[src/rtl/spi_pkg.sv]
// spi_pkg: shared state encoding, word width and bit-mask helper for the SPI sequencer
package spi_pkg;
    localparam int SPI_WMAX = 32;

    typedef enum logic [2:0] {IDLE, SETUP, LAUNCH, ARM, WAIT, STORE, DRAIN, HOLD} state_t;

    function automatic logic [SPI_WMAX-1:0] bits_mask(input logic [5:0] bits);
        return (bits == 6'd0 || bits >= 6'(SPI_WMAX)) ? '1 : (SPI_WMAX'(1) << bits) - SPI_WMAX'(1);
    endfunction
endpackage

[src/rtl/spi_sync_fifo.sv]
// spi_sync_fifo: first-word-fall-through FIFO with wrap-bit pointers; head reads 0 while empty
module spi_sync_fifo #(
    parameter int W     = 32,
    parameter int DEPTH = 8
) (
    input  logic         clk,
    input  logic         resetb,
    input  logic         push,
    input  logic [W-1:0] din,
    input  logic         pop,
    output logic [W-1:0] dout,
    output logic         full,
    output logic         empty
);
    localparam int AW = $clog2(DEPTH);

    logic [W-1:0] mem [DEPTH];
    logic [AW:0]  wptr, rptr;
    logic         do_push, do_pop;

    assign do_push = push & ~full;
    assign do_pop  = pop & ~empty;
    assign empty   = wptr == rptr;
    assign full    = (wptr[AW] != rptr[AW]) && (wptr[AW-1:0] == rptr[AW-1:0]);
    assign dout    = empty ? '0 : mem[rptr[AW-1:0]];

    always_ff @(posedge clk or negedge resetb)
        if (!resetb) begin
            wptr <= '0;
            rptr <= '0;
        end else begin
            wptr <= wptr + {{AW{1'b0}}, do_push};
            rptr <= rptr + {{AW{1'b0}}, do_pop};
        end

    always_ff @(posedge clk)
        if (do_push) mem[wptr[AW-1:0]] <= din;
endmodule

[src/rtl/spi_fifo_seq.sv]
// spi_fifo_seq: TX/RX FIFO sequencer driving a single-mode SPI master with cs_n setup/hold timing.
// Define SPI_RX_OVERRUN_EN to drop words on RX full (sticky rx_overrun, cleared by ovr_clr) instead of stalling.
module spi_fifo_seq
    import spi_pkg::*;
#(
    parameter int DEPTH    = 8,
    parameter int CS_SETUP = 2,
    parameter int CS_HOLD  = 2
) (
    input  logic                clk,
    input  logic                resetb,
    input  logic                tx_wr,
    input  logic [SPI_WMAX-1:0] tx_data,
    output logic                tx_full,
    input  logic                rx_rd,
    output logic [SPI_WMAX-1:0] rx_data,
    output logic                rx_empty,
    input  logic [5:0]          cfg_bits,
    input  logic [7:0]          cfg_div,
    input  logic                frame_end,
    output logic                cs_n,
    output logic                seq_busy,
    output logic                spi_wr,
    output logic [SPI_WMAX-1:0] spi_din,
    output logic [5:0]          spi_bits,
    output logic [7:0]          spi_div,
    input  logic                spi_busy,
    input  logic [SPI_WMAX-1:0] spi_dout
`ifdef SPI_RX_OVERRUN_EN
    ,
    output logic                rx_overrun,
    input  logic                ovr_clr
`endif
);
    state_t              state;
    logic [7:0]          cnt;
    logic                frame_pend;
    logic                tx_empty, rx_full, launch, rx_push;
    logic [SPI_WMAX-1:0] tx_head, rx_din;

`ifdef SPI_RX_OVERRUN_EN
    assign launch = state == LAUNCH;
`else
    assign launch = (state == LAUNCH) && !rx_full;
`endif
    assign rx_push  = state == STORE;
    assign rx_din   = spi_dout & bits_mask(spi_bits);
    assign seq_busy = (state != IDLE) || !tx_empty;

    spi_sync_fifo #(.W(SPI_WMAX), .DEPTH(DEPTH)) u_tx (
        .clk(clk), .resetb(resetb), .push(tx_wr), .din(tx_data), .pop(launch),
        .dout(tx_head), .full(tx_full), .empty(tx_empty)
    );

    spi_sync_fifo #(.W(SPI_WMAX), .DEPTH(DEPTH)) u_rx (
        .clk(clk), .resetb(resetb), .push(rx_push), .din(rx_din), .pop(rx_rd),
        .dout(rx_data), .full(rx_full), .empty(rx_empty)
    );

    // SETUP spans CS_SETUP-1 cycles and HOLD spans CS_HOLD cycles so cs_n brackets the word by exactly those counts
    always_ff @(posedge clk or negedge resetb)
        if (!resetb) begin
            state      <= IDLE;
            cnt        <= '0;
            cs_n       <= 1'b1;
            spi_wr     <= 1'b0;
            spi_din    <= '0;
            spi_bits   <= 6'd1;
            spi_div    <= '0;
            frame_pend <= 1'b0;
        end else begin
            spi_wr <= launch;
            if (frame_end && !(state == IDLE && cs_n)) frame_pend <= 1'b1;
            case (state)
                IDLE: if (!tx_empty) begin
                    cs_n  <= 1'b0;
                    cnt   <= 8'(CS_SETUP - 2);
                    state <= (CS_SETUP == 1) ? LAUNCH : SETUP;
                end
                SETUP: begin
                    cnt <= cnt - 8'd1;
                    if (cnt == 8'd0) state <= LAUNCH;
                end
                LAUNCH: if (launch) begin
                    spi_din  <= tx_head;
                    spi_bits <= (cfg_bits == 6'd0) ? 6'(SPI_WMAX) : cfg_bits;
                    spi_div  <= cfg_div;
                    state    <= ARM;
                end
                ARM: state <= WAIT;
                WAIT: if (!spi_busy) state <= STORE;
                STORE, DRAIN:
                    if (!tx_empty) state <= LAUNCH;
                    else if (frame_pend) begin
                        state      <= HOLD;
                        cnt        <= 8'(CS_HOLD - 1);
                        frame_pend <= 1'b0;
                    end else state <= DRAIN;
                HOLD: begin
                    cnt <= cnt - 8'd1;
                    if (cnt == 8'd0) begin
                        cs_n  <= 1'b1;
                        state <= IDLE;
                    end
                end
                default: state <= IDLE;
            endcase
        end

`ifdef SPI_RX_OVERRUN_EN
    always_ff @(posedge clk or negedge resetb)
        if (!resetb) rx_overrun <= 1'b0;
        else rx_overrun <= (rx_push && rx_full) || (rx_overrun && !ovr_clr);
`endif
endmodule

[config.mk]
export PLATFORM = sky130hd
export DESIGN_NAME = spi_fifo_seq
export DESIGN_NICKNAME = d
export VERILOG_FILES = /design/src/rtl/spi_pkg.sv /design/src/rtl/spi_sync_fifo.sv /design/src/rtl/spi_fifo_seq.sv
export SDC_FILE = /design/constraint.sdc
export NUM_CORES = 1
export LEC_CHECK = 0
export CAP_MARGIN = 15
export CORE_ASPECT_RATIO = 0.75
export CORE_MARGIN = 2
export CORE_UTILIZATION = 30
export DETAILED_ROUTE_END_ITERATION = 16
export PLACE_DENSITY_LB_ADDON = 0.2
export SYNTH_ARGS = -nofsm -noshare
export SYNTH_HDL_FRONTEND = slang
export SYNTH_SLANG_ARGS = --single-unit
export TNS_END_PERCENT = 100
[constraint.sdc]
create_clock -name clk -period 10.6 [get_ports clk]
set_clock_uncertainty 0.2 [all_clocks]
set_input_delay 1.06 -clock clk [delete_from_list [all_inputs] [get_ports clk]]
set_output_delay 1.06 -clock clk [all_outputs]
set_load 0.02 [all_outputs]
==> run_results.csv <==
group,metric,value,unit
worst_setup_path,worstPathMaxFanout,43,
logic_synthesis,synth_area_per_cell,18.8,µm²
die,dieArea,81200,µm²
clock_network,cts_hold_buf,0,
routing,drtPass1Iterations,5,
min_path,hold_class,"in -> async",
pwr,power_leakage,9.55,nW
worst_setup_path,critPathBufInv,2,
clock_network,cts.reportedPaths.clkPinSlew,0.06,ns
clock_network,insertion_delay,0.65,ns
finish,antenna_cells,0,
worst_setup_path,critPathArrivalTime,4.14,ns
clock_network,ctsHtreeMaxLevel,2,
worst_setup_path,path_class,"reg -> out",
status,status,"finished clean",
placement,placed_cell_area,26600,µm²
logic_synthesis,synth_cell_types,53,
routing,wirelength,54700,µm
global_routing,antenna_found_initial,4,
placement,dpl.hpwl,30500,µm
timing,period_share,50.9,%
timing,rsz0062_at_grt,"false",
pwr,power_density,291,nW/µm²
finish,area.sequential,17300,µm²
worst_setup_path,max_stage_delay,0.81,ns
die,rows,89,
clock_network,ctsResizeCount,0,
logic_synthesis,netlist_instances,1262,
logic_synthesis,ys_ff_latch,588,
placement,port_buffers,166,
die,initial_utilization,30.2,%
pwr,p_sw_share,33.7,%
worst_setup_path,slowest_stage,"nor2_4",
finish,layout-drive-gt1-share,20.0,%
pwr,comb_power_share,34.9,%
die,die_width,328,µm
global_routing,grt_max_degree,82,
logic_synthesis,synth-main-ff-cell,"edfxtp_1",
timing,setup_tns,0,ns
worst_setup_path,crit_path_cell_trace,"buf_4 -> xnor2_1 -> nand3_1 -> nor2_4 -> clkdlybuf4s50_1",
die,die_h,247,µm
clock_network,cts_setup_buffers,0,
logic_synthesis,syn-num-nets,1356,
finish,design_area,28600,µm²
timing,slew_headroom,25.5,%
pwr,power.total,8.34,mW
timing,setup-violations-final,0,
worst_setup_path,endpoint_kind,"output port",
routing,via_per_inst,4.75,
routing,wl_per_cell,21.6,µm
die,io_pins,167,
placement,routabilityCongestion,0.804,
worst_setup_path,path_delay_family,"buffers and inverters",
global_routing,gr-usage-all-layers,13.6,%
pwr,power.switching,2.81,mW
worst_setup_path,worstPathRequired,9.34,ns
worst_setup_path,start_kind,"flip-flop",
clock_network,cts_root_buf,"clkbuf_16",
logic_synthesis,synthArstFlopShare,12.9,%
routing,final_antenna_net_count,0,
clock_network,cts_tree,"yes",
clock_network,clk_path_buf_depth,3,
finish,fillCellCount,7256,
global_routing,grt_overflow,0,
pwr,p_seq_share,39.5,%
die,core_area,78400,µm²
clock_network,cts.sinks,588,
timing,tightest_slew,1.11,ns
finish,area_growth_syn_to_layout,21.0,%
timing,fmax,185,MHz
pwr,peakVddDrop,0.159,mV
clock_network,cts_buffers,59,
routing,drtIter0Drc,997,
finish,multi_input_area,6100,µm²
logic_synthesis,synth_area,23700,µm²
pwr,intPower,5.53,mW
global_routing,first_global_vias,12841,
flow_run,drv_cap,0,
timing,drv_slew,0,
logic_synthesis,ys_seq_area_share,73.0,%
timing,fin_crit,5.40,ns
pwr,clock_power_share,25.5,%
routing,drc,0,
global_routing,grt_pass1_wl,82400,µm
finish,fin_util,36.5,%
logic_synthesis,synth_edf_count,512,
finish,final_nets,1534,
timing,final_hold_viol_count,0,
routing,vias,12045,
logic_synthesis,ys.warnings.count,0,
[state kept, by name, indices dropped and copies added (netlist names), 6 cells and up]
signal and cells:
spi_bits 6, u_rx.mem 256, spi_din 32, spi_div 8
cnt 8, u_tx.mem 256
[through the flow]
stage | setup slack [ns] | hold WS, ns | std cells
final | 5.20 | 0.245 | 2536
after global routing | 4.79 | 0.259 | 2536
after CTS | 5.01 | 0.222 | 2534
after detailed placement | 5.72 | 0.268 | 2423
after global placement | 5.76 | 0.261 | 2423
after floorplan | 6.31 | 0.264 | 1262
[layer usage]
metal,vias to the layer above,share of wire (%),GRT usage [%]
met5,-,0.088,0
met4,8,1.8,3.46
met1,6312,46,18.8
met3,80,4.2,2.69
li1,5418,-,-
met2,227,48,21.9
[cell type report]
class	count	area share, %
multi-input combinational	584	21.3
inverter	11	0.144
clock inverter	31	1.34
timing repair buffer	196	6.57
clock buffer	80	5.68
sequential	588	60.4
tap	1046	4.57
[synthesized netlist by cell type (6+ instances only)]
cell,instances,area share [%]
a21oi_1,23,0.49
xor2_1,9,0.33
mux2i_1,71,3.0
nand2_1,63,1.0
a21boi_0,18,0.57
edfxtp_1,512,65
buf_6,6,0.29
nand3_1,18,0.38
and3_1,6,0.16
xnor2_1,14,0.52
buf_1,10,0.16
dfrtp_1,74,7.8
inv_1,11,0.17
nor3_1,15,0.32
o21ai_0,22,0.47
nor2_1,63,1.0
mux2_4,12,0.76
nand2b_1,12,0.32
ha_1,10,0.53
mux4_2,128,12
clkbuf_1,45,0.71
buf_2,17,0.36
o21a_1,9,0.29
o31ai_1,38,1.2
[power groups by stage]
stage | clock, mW | sequential [mW] | combinational, mW
CTS | 2.20 | 3.31 | 2.98
finish | 2.13 | 3.30 | 2.91
detailed placement | 0 | 3.35 | 2.97
global route | 2.29 | 3.35 | 3.18
global placement | 0 | 3.34 | 2.94
floorplan | 0 | 3.24 | 1.96
[layout by cell type (no fill, tap or decap), types with 6 or more instances in the layout]
master           count
clkdlybuf4s50_1    165
bufinv_16            6
nor3_1              11
o31ai_1             38
o21ai_0             22
nor2_4              13
ha_1                10
xor2_1               9
mux4_2             128
nand2b_1            12
clkbuf_8             7
mux2_4              12
dfrtp_1             68
clkinv_2             9
a21oi_1             23
clkbuf_1            14
o21a_1               9
nor2_1              50
nand3_1             18
mux2i_1             71
and3_1               6
nand2_1             63
a21boi_0            18
clkinv_1             7
edfxtp_1           512
xnor2_1             14
clkbuf_16           59
inv_1               11
buf_4               29
[final timing paths]
check	startpoint	to	slack [ns]	cells after the start
max	u_rx.rptr[0]	rx_empty	5.20	5
min	resetb	cnt[6]	0.25	1
max reg2reg	spi_bits[4]	u_rx.mem[4][4]	6.50	9
min reg2reg	spi_din[5]	spi_din[5]	0.28	2
max in group asynchronous	resetb	spi_div[1]	8.88	2
min in group clk	spi_din[5]	spi_din[5]	0.28	2
[logic make-up (layout without fill, tap and decap cells)]
logic type / count (synthesis) / in the layout / synth area share (%)
simple gates: 203 / 203 / 3.97
buf+inv: 90 / 318 / 1.72
fa+ha+maj: 10 / 10 / 0.529
compound gates: 134 / 134 / 3.82
xor+xnor: 23 / 23 / 0.851
flops: 588 / 588 / 73.0
mux: 214 / 214 / 16.1
Note: power is estimated with default switching activity, not from simulation.
